File: config.mk
export PLATFORM = sky130hd
export DESIGN_NAME = ggt_binary
export DESIGN_NICKNAME = d
export VERILOG_FILES = /design/src/rtl/ggt_binary.sv
export SDC_FILE = /design/constraint.sdc
export NUM_CORES = 1
export LEC_CHECK = 0
export CAP_MARGIN = 0
export CELL_PAD_IN_SITES_DETAIL_PLACEMENT = 1
export CELL_PAD_IN_SITES_GLOBAL_PLACEMENT = 1
export CORE_ASPECT_RATIO = 0.7
export CORE_MARGIN = 2
export CORE_UTILIZATION = 40
export CTS_CLUSTER_SIZE = 28
export DETAILED_ROUTE_END_ITERATION = 8
export PLACE_DENSITY_LB_ADDON = 0.1
export SETUP_SLACK_MARGIN = 0.15
export SYNTH_ARGS = -nofsm -noshare
export SYNTH_HDL_FRONTEND = slang
export SYNTH_SLANG_ARGS = --single-unit
export TNS_END_PERCENT = 5
File: constraint.sdc
create_clock -name clk -period 7 [get_ports clk]
set_input_delay 1.75 -clock clk [delete_from_list [all_inputs] [get_ports clk]]
set_output_delay 1.75 -clock clk [all_outputs]
set_load 0.005 [all_outputs]
File: src/rtl/ggt_binary.sv
// Binary (Stein) GCD core with start/valid handshake.
// Optional GGT_CYCLE_COUNT_EN adds a saturating busy-cycle counter port cycles_o.
module ggt_binary #(
  parameter int WIDTH = 16,
  parameter int KW    = 5
) (
  input  logic             clk,
  input  logic             rst_n_i,
  input  logic             start_i,
  input  logic [WIDTH-1:0] Zahl1_i,
  input  logic [WIDTH-1:0] Zahl2_i,
  output logic             busy_o,
  output logic             valid_o,
`ifdef GGT_CYCLE_COUNT_EN
  output logic [WIDTH-1:0] ergebnis_o,
  output logic [15:0]      cycles_o
`else
  output logic [WIDTH-1:0] ergebnis_o
`endif
);

  localparam logic [2:0] S_IDLE   = 3'd0;
  localparam logic [2:0] S_COMMON = 3'd1;
  localparam logic [2:0] S_ODDA   = 3'd2;
  localparam logic [2:0] S_SUB    = 3'd3;
  localparam logic [2:0] S_DONE   = 3'd4;

  logic [2:0]       state;
  logic [WIDTH-1:0] a;
  logic [WIDTH-1:0] b;
  logic [WIDTH-1:0] r;
  logic [KW-1:0]    k;

  logic             a_lt_b;
  logic [WIDTH-1:0] ab_min;
  logic [WIDTH-1:0] ab_diff;

  logic             accept;

  assign accept = (state == S_IDLE) && start_i;

  // One compare feeds both min(a,b) and |a-b|
  assign a_lt_b  = (a < b);
  assign ab_min  = a_lt_b ? a : b;
  assign ab_diff = a_lt_b ? (b - a) : (a - b);

  // Stein FSM: one shift, compare or subtract per cycle
  always_ff @(posedge clk or negedge rst_n_i) begin
    if (!rst_n_i) begin
      state      <= S_IDLE;
      a          <= '0;
      b          <= '0;
      r          <= '0;
      k          <= '0;
      busy_o     <= 1'b0;
      valid_o    <= 1'b0;
      ergebnis_o <= '0;
    end else begin
      case (state)
        S_IDLE: begin
          if (start_i) begin
            a       <= Zahl1_i;
            b       <= Zahl2_i;
            k       <= '0;
            busy_o  <= 1'b1;
            valid_o <= 1'b0;
            state   <= S_COMMON;
          end
        end
        S_COMMON: begin
          if (a == '0 || b == '0) begin
            r     <= a | b;
            state <= S_DONE;
          end else if (!a[0] && !b[0]) begin
            a <= a >> 1;
            b <= b >> 1;
            k <= k + 1'b1;
          end else begin
            state <= S_ODDA;
          end
        end
        S_ODDA: begin
          if (!a[0]) a <= a >> 1;
          else state <= S_SUB;
        end
        S_SUB: begin
          if (!b[0]) begin
            b <= b >> 1;
          end else if (a == b) begin
            r     <= a << k;
            state <= S_DONE;
          end else begin
            a <= ab_min;
            b <= ab_diff;
          end
        end
        S_DONE: begin
          ergebnis_o <= r;
          valid_o    <= 1'b1;
          busy_o     <= 1'b0;
          state      <= S_IDLE;
        end
        default: state <= S_IDLE;
      endcase
    end
  end

`ifdef GGT_CYCLE_COUNT_EN
  // Busy-cycle counter: cleared on accept, saturating, frozen when idle
  always_ff @(posedge clk or negedge rst_n_i) begin
    if (!rst_n_i) begin
      cycles_o <= '0;
    end else if (accept) begin
      cycles_o <= '0;
    end else if (busy_o && cycles_o != 16'hFFFF) begin
      cycles_o <= cycles_o + 16'd1;
    end
  end
`endif

endmodule

==> out/results.ini, run 1 <==
[synth]
synth_seq_cells = 74
yosysUniqueCellTypes = 59
synth_nets = 735
synth_common_cells = 74 x dfrtp_1, 68 x nor2_1, 57 x a21oi_1, 54 x inv_1, 48 x ha_1
synth_top_area_share_pct = 31.83
synthTopCellsByArea = dfrtp_1 32%, ha_1 10%, a21oi_1 4.9%
ys_warn_count = 0
syn_inst = 650
ys_seq_area_share_pct = 31.83
synth_area_mm2 = 0.005817
synthArstFlopShare_pct = 100.0
synth_enable_flop_cells = 0
synth_most_common_cell = dfrtp_1
syn_avg_cell_area_um2 = 8.949
yosysTopAreaCell = dfrtp_1
synth_ff_type = dfrtp_1

[worst_setup_path]
slowest_delay_ns = 1.03
crit_required_ns = 7.27
crit_path_start = a[0]
critical-path-top-delay-family = compound AO/OA/AOI/OAI gates
worstSetupPathType = reg -> reg
crit-reg2reg-launch = a[0]
crit_fanout = 30
start_kind = flop
crit_top_cell = a211oi_2
worstPathCellList = inv_1 > ha_1 > fa_1 > o21bai_1 > o211ai_1 > a211oi_2 > a211oi_2 > or3_4 > a221oi_4 > nor2_1 > a21oi_1
crit_cells = 11
crit_arrival_ns = 4.45
rr_worst_depth = 11
critPathBufInv = 1
cpMaxStageDelayCell = a221oi_4
end_kind = flop

[clock_tree]
worstSkewPairLatency_ns = 0.34
clock-root-buffer = clkbuf_16
clk_pin_slew_worst_paths_ns = 0.07
cts_resized = 0
clkSinkCount = 74
cts_buffers = 9
cts_hold_buf = 0
cts_tree = done
cts_setup_buffers = 0
h-tree-depth = 3
clock_path_buffers = 2

[floorplan]
die_h_um = 104.9
coreArea_mm2 = 0.01405
die_w_um = 148.1
rows = 36
start_util_pct = 41.39
pin_count = 53
die_area_mm2 = 0.01554

[cells_and_area]
area_growth_pct = 16.61
seq_area_mm2 = 0.001852
fillers = 1646
layout-drive-gt1-share_pct = 8.588
multi_input_area_mm2 = 0.003610
final_nets = 768
antenna_cells = 0

[grt]
grt_overflow_total = 0
grt_first_pass_wirelength_um = 32750
grt_usage_pct = 27.57
grt_pass1_vias = 5605
antenna_found_initial = 0
grt_max_degree = 75

[place]
gp_congestion = 0.9459
dpl.hpwl_um = 15570
io_buffers = 52
dp_slack_ns = 2.958

[timing]
layout_min_cycle_time_ns = 4.183
worst_pin_slew_ns = 1.258
worst_slack_ns = 2.817
tns_ns = 0
slew_violations = 0
finalHoldViolCount = 0
min_period_over_period_pct = 59.76
fin_skew_ns = 0.01192
fmax_mhz = 239.1
slew_headroom_pct = 16.12
rsz0062_at_grt = false
setup_violations = 0

[drt]
drt-pass1-iter-count = 5
wl_per_cell_um = 23.39
wl_um = 20520
drt_iter0_drc = 459
drc_errors = 0
vias = 5404
antenna_left = 0
vias_per_cell = 6.162

[job]
cap_viol_max_count = 0

[hold_path]
worstHoldStart = r[9]
min_path_cells = 2
min_path_type = reg -> reg

[outcome]
status = completed

[layout make-up]
type / count / share of cell area (%)
Sequential cell: 74 / 27.30
Multi-Input combinational cell: 486 / 53.22
Clock buffer: 9 / 3.320
Tap cell: 190 / 3.505
Timing Repair Buffer: 58 / 8.301
Inverter: 54 / 2.988
Clock inverter: 6 / 1.365
[routing by layer]
| layer | part of all wire, % | GRT usage (%) |
|---|---|---|
| met2 | 43 | 40.18 |
| met1 | 48 | 40.98 |
| met3 | 6.7 | 5.502 |
| met5 | 0 | 0 |
| met4 | 2.4 | 8.367 |
[through the flow]
stage / std cells / hold WS [ns] / util [%] / cell area [um2]
after CTS: 877 / 0.4849 / 48.26 / 6783
after detailed placement: 862 / 0.4688 / 46.00 / 6465
after global routing: 877 / 0.5008 / 48.26 / 6783
after floorplan: 650 / 0.4460 / - / 5817
after global placement: 862 / 0.4612 / 46.00 / 6465
final: 877 / 0.4765 / 48.26 / 6783
[cell families (layout without fill, tap and decap cells)]
group                    Yosys count  in the layout  synth area share [%]
buffers and inverters             90            127                 6.152
flip-flops                        74             74                 31.83
AO/OA/AOI/OAI                    200            200                 23.53
AND/OR/NAND/NOR                  163            163                 12.97
adder cells (fa/ha/maj)           50             50                 11.01
XOR/XNOR                          18             18                 2.710
multiplexers                      55             55                 11.79
[worst reg2reg max path, cell delays in order (launching register included)]
cell,delay [ns]
dfrtp_1,0.61
inv_1,0.17
ha_1,0.27
fa_1,0.40
o21bai_1,0.21
o211ai_1,0.20
a211oi_2,0.38
a211oi_2,0.11
or3_4,0.43
a221oi_4,1.03
nor2_1,0.15
a21oi_1,0.16
[flip-flops by register name, summed over array words and instances (netlist names)]
signal	count
a	16
b	16
busy_o	1
ergebnis_o	16
k	5
r	16
state	3
valid_o	1
[placed cells by master, fill, tap and decap left out, types with 3 or more instances in the layout]
cell type,count
nand3_1,4
dfrtp_1,74
nand2b_1,3
a211oi_1,6
or3_1,7
inv_1,54
mux2i_1,28
nand4_1,5
o22ai_1,10
ha_1,48
xor2_1,3
nor4_1,12
o21bai_1,7
a221o_1,3
a21oi_1,57
mux2_2,18
nor3_1,4
a221oi_1,6
xnor2_1,15
o31ai_1,9
buf_4,7
o22a_1,5
clkbuf_16,9
a21o_1,8
a21boi_0,3
o21ai_0,40
nand2_1,44
clkdlybuf4s50_1,51
mux4_2,9
nor2b_1,10
a31oi_1,6
a222oi_1,16
nor2_1,67
[final timing paths]
kind | endpoint | slack (ns)
max in group asynchronous | ergebnis_o[3] | 4.77
min reg2reg | r[9] | 0.48
min in group asynchronous | b[10] | 1.57
min | r[9] | 0.48
max | a[13] | 2.82
max reg2reg | a[13] | 2.82
Power of run 1 is left out: the tool's default activity adds up to more than one toggle a clock period on the data nets, which glitch-free logic cannot reach.
==> inputs of run 2 (changes only) <==
==> constraint.sdc (replaced) <==
create_clock -name clk -period 4.1 [get_ports clk]
set_input_delay 1.025 -clock clk [delete_from_list [all_inputs] [get_ports clk]]
set_output_delay 1.025 -clock clk [all_outputs]
set_load 0.005 [all_outputs]
==> run 2 against run 1 <==
Net effect: final cell count is 2.5% higher; die area stayed put; cell area is 2.5% higher.
==> out/results.ini, run 2 (synthesized netlist as in run 1, its figures left out) <==
[timing]
setup_violations = 0  ; unchanged
finalHoldViolCount = 0  ; unchanged
fin_skew_ns = 0.009478  ; was 0.01192 ns
tns_ns = 0  ; unchanged
fmax_mhz = 262.2  ; was 239.1 MHz
layout_min_cycle_time_ns = 3.813  ; was 4.183 ns
worst_pin_slew_ns = 1.085  ; was 1.258 ns
slew_violations = 0  ; unchanged
slew_headroom_pct = 27.53  ; was 16.12%
min_period_over_period_pct = 93.01  ; was 59.76%
rsz0062_at_grt = true  ; was false

[hold_path]
min_path_type = reg -> reg  ; unchanged

[worst_setup_path]
start_kind = flop  ; unchanged
critical-path-top-delay-family = simple AND/OR/NAND/NOR gates  ; was compound AO/OA/AOI/OAI gates
slowest_delay_ns = 0.57  ; was 1.03 ns
crit_required_ns = 4.37  ; was 7.27 ns
worstPathCellList = inv_1 > ha_1 > nor4_4 > nand2_1 > a211oi_2 > a211oi_2 > or3_4 > a221oi_4 > buf_4 > nor2_1 > a21oi_1  ; was inv_1 > ha_1 > fa_1 > o21bai_1 > o211ai_1 > a211oi_2 > a211oi_2 > or3_4 > a221oi_4 > nor2_1 > a21oi_1
crit_arrival_ns = 4.08  ; was 4.45 ns
end_kind = flop  ; unchanged
cpMaxStageDelayCell = nor4_4  ; was a221oi_4
critPathBufInv = 2  ; was 1
crit_top_cell = a211oi_2  ; unchanged
worstSetupPathType = reg -> reg  ; unchanged
crit_fanout = 30  ; unchanged

[clock_tree]
cts_tree = done  ; unchanged
cts_hold_buf = 0  ; unchanged
clock-root-buffer = clkbuf_16  ; unchanged
h-tree-depth = 3  ; unchanged
clock_path_buffers = 2  ; unchanged
clk_pin_slew_worst_paths_ns = 0.06  ; was 0.07 ns
cts_buffers = 9  ; unchanged
worstSkewPairLatency_ns = 0.35  ; was 0.34 ns
clkSinkCount = 74  ; unchanged

[place]
dpl.hpwl_um = 15960  ; was 15570 um
io_buffers = 52  ; unchanged
gp_congestion = 0.9151  ; was 0.9459

[grt]
grt_usage_pct = 27.87  ; was 27.57%
grt_overflow_total = 0  ; unchanged
grt_max_degree = 75  ; unchanged
grt_pass1_vias = 5563  ; was 5605
grt_first_pass_wirelength_um = 32860  ; was 32750 um
antenna_found_initial = 0  ; unchanged

[cells_and_area]
final_common_cell = dfrtp_1  ; unchanged
layout_common_cells = 73 x dfrtp_1, 67 x nor2_1, 57 x a21oi_1  ; was 74 x dfrtp_1, 67 x nor2_1, 57 x a21oi_1
area_growth_pct = 19.47  ; was 16.61%
final_nets = 790  ; was 768
antenna_cells = 0  ; unchanged
layout-drive-gt1-share_pct = 11.57  ; was 8.588%

[outcome]
status = completed  ; unchanged

[drt]
antenna_left = 0  ; unchanged
drt-pass1-iter-count = 7  ; was 5
drt_iter0_drc = 457  ; was 459
drc_errors = 0  ; unchanged
wl_um = 20950  ; was 20520 um
wl_per_cell_um = 23.30  ; was 23.39 um
vias = 5422  ; was 5404
vias_per_cell = 6.031  ; was 6.162

[floorplan]
die_h_um = 104.9  ; unchanged
die_area_mm2 = 0.01554  ; unchanged
start_util_pct = 41.39  ; unchanged
rows = 36  ; unchanged
coreArea_mm2 = 0.01405  ; unchanged
die_w_um = 148.1  ; unchanged
pin_count = 53  ; unchanged

[job]
cap_viol_max_count = 0  ; unchanged

## run 2: path summary, 6_finish.rpt
path / startpoint / to / slack, ns / cells after the start
min in group asynchronous: rst_n_i / b[4] / 0.84 / 1
max in group asynchronous: rst_n_i / a[0] / 2.51 / 1
worst min-delay path: r[5] / r[5] / 0.48 / 2
worst min register to register: r[5] / r[5] / 0.48 / 2
worst max register to register: a[14] / a[4] / 0.29 / 11
worst max-delay path: a[14] / a[4] / 0.29 / 11
## run 2: stage by stage
stage / setup WS [ns] / cell area [um2] / hold WS [ns] / util (%) / cells
2_1_floorplan: 0.8413 / 5817 / 0.4460 / - / 650
3_3_place_gp: 0.4437 / 6630 / 0.4622 / 47.18 / 884
3_5_place_dp: 0.2327 / 6630 / 0.4726 / 47.18 / 884
4_1_cts: 0.1998 / 6948 / 0.4865 / 49.44 / 899
5_1_grt: 0.1001 / 6949 / 0.5117 / 49.45 / 899
6_report: 0.2866 / 6949 / 0.4798 / 49.45 / 899
## run 2: worst reg2reg max path: cells and delay by family, from the launching register on
family                     cells  cell delay, ns
and+or+nand+nor                4            1.26
buffers and inverters          2            0.46
adders and majority gates      1            0.40
DFF                            1            0.53
AOI/OAI and AO/OA              4            1.10
## run 2: final cells by class
| class | count | area [um2] |
|---|---|---|
| inverters | 54 | 202.7 |
| clock buffers | 9 | 225.2 |
| repair buffers | 80 | 728.2 |
| flip-flops and latches | 74 | 1853 |
| well taps | 190 | 237.7 |
| multi-input cells | 486 | 3610 |
| fillers | 1626 | 7104 |
| clock inverters | 6 | 92.59 |
## run 2: routing by layer
layer  wire length (um)  global-route usage (%)
met5                  0                       0
met4                415                   7.959
met3               1373                   5.764
met2               9034                   40.81
met1              10130                   41.37
## run 2: timing repair
item	4_1_cts	5_1_grt
setup buffers	0	0
setup endpoints to repair	0	20
endpoints found under the hold margin	0	0
resized for setup	0	1
Power of run 2 is left out for the same reason.
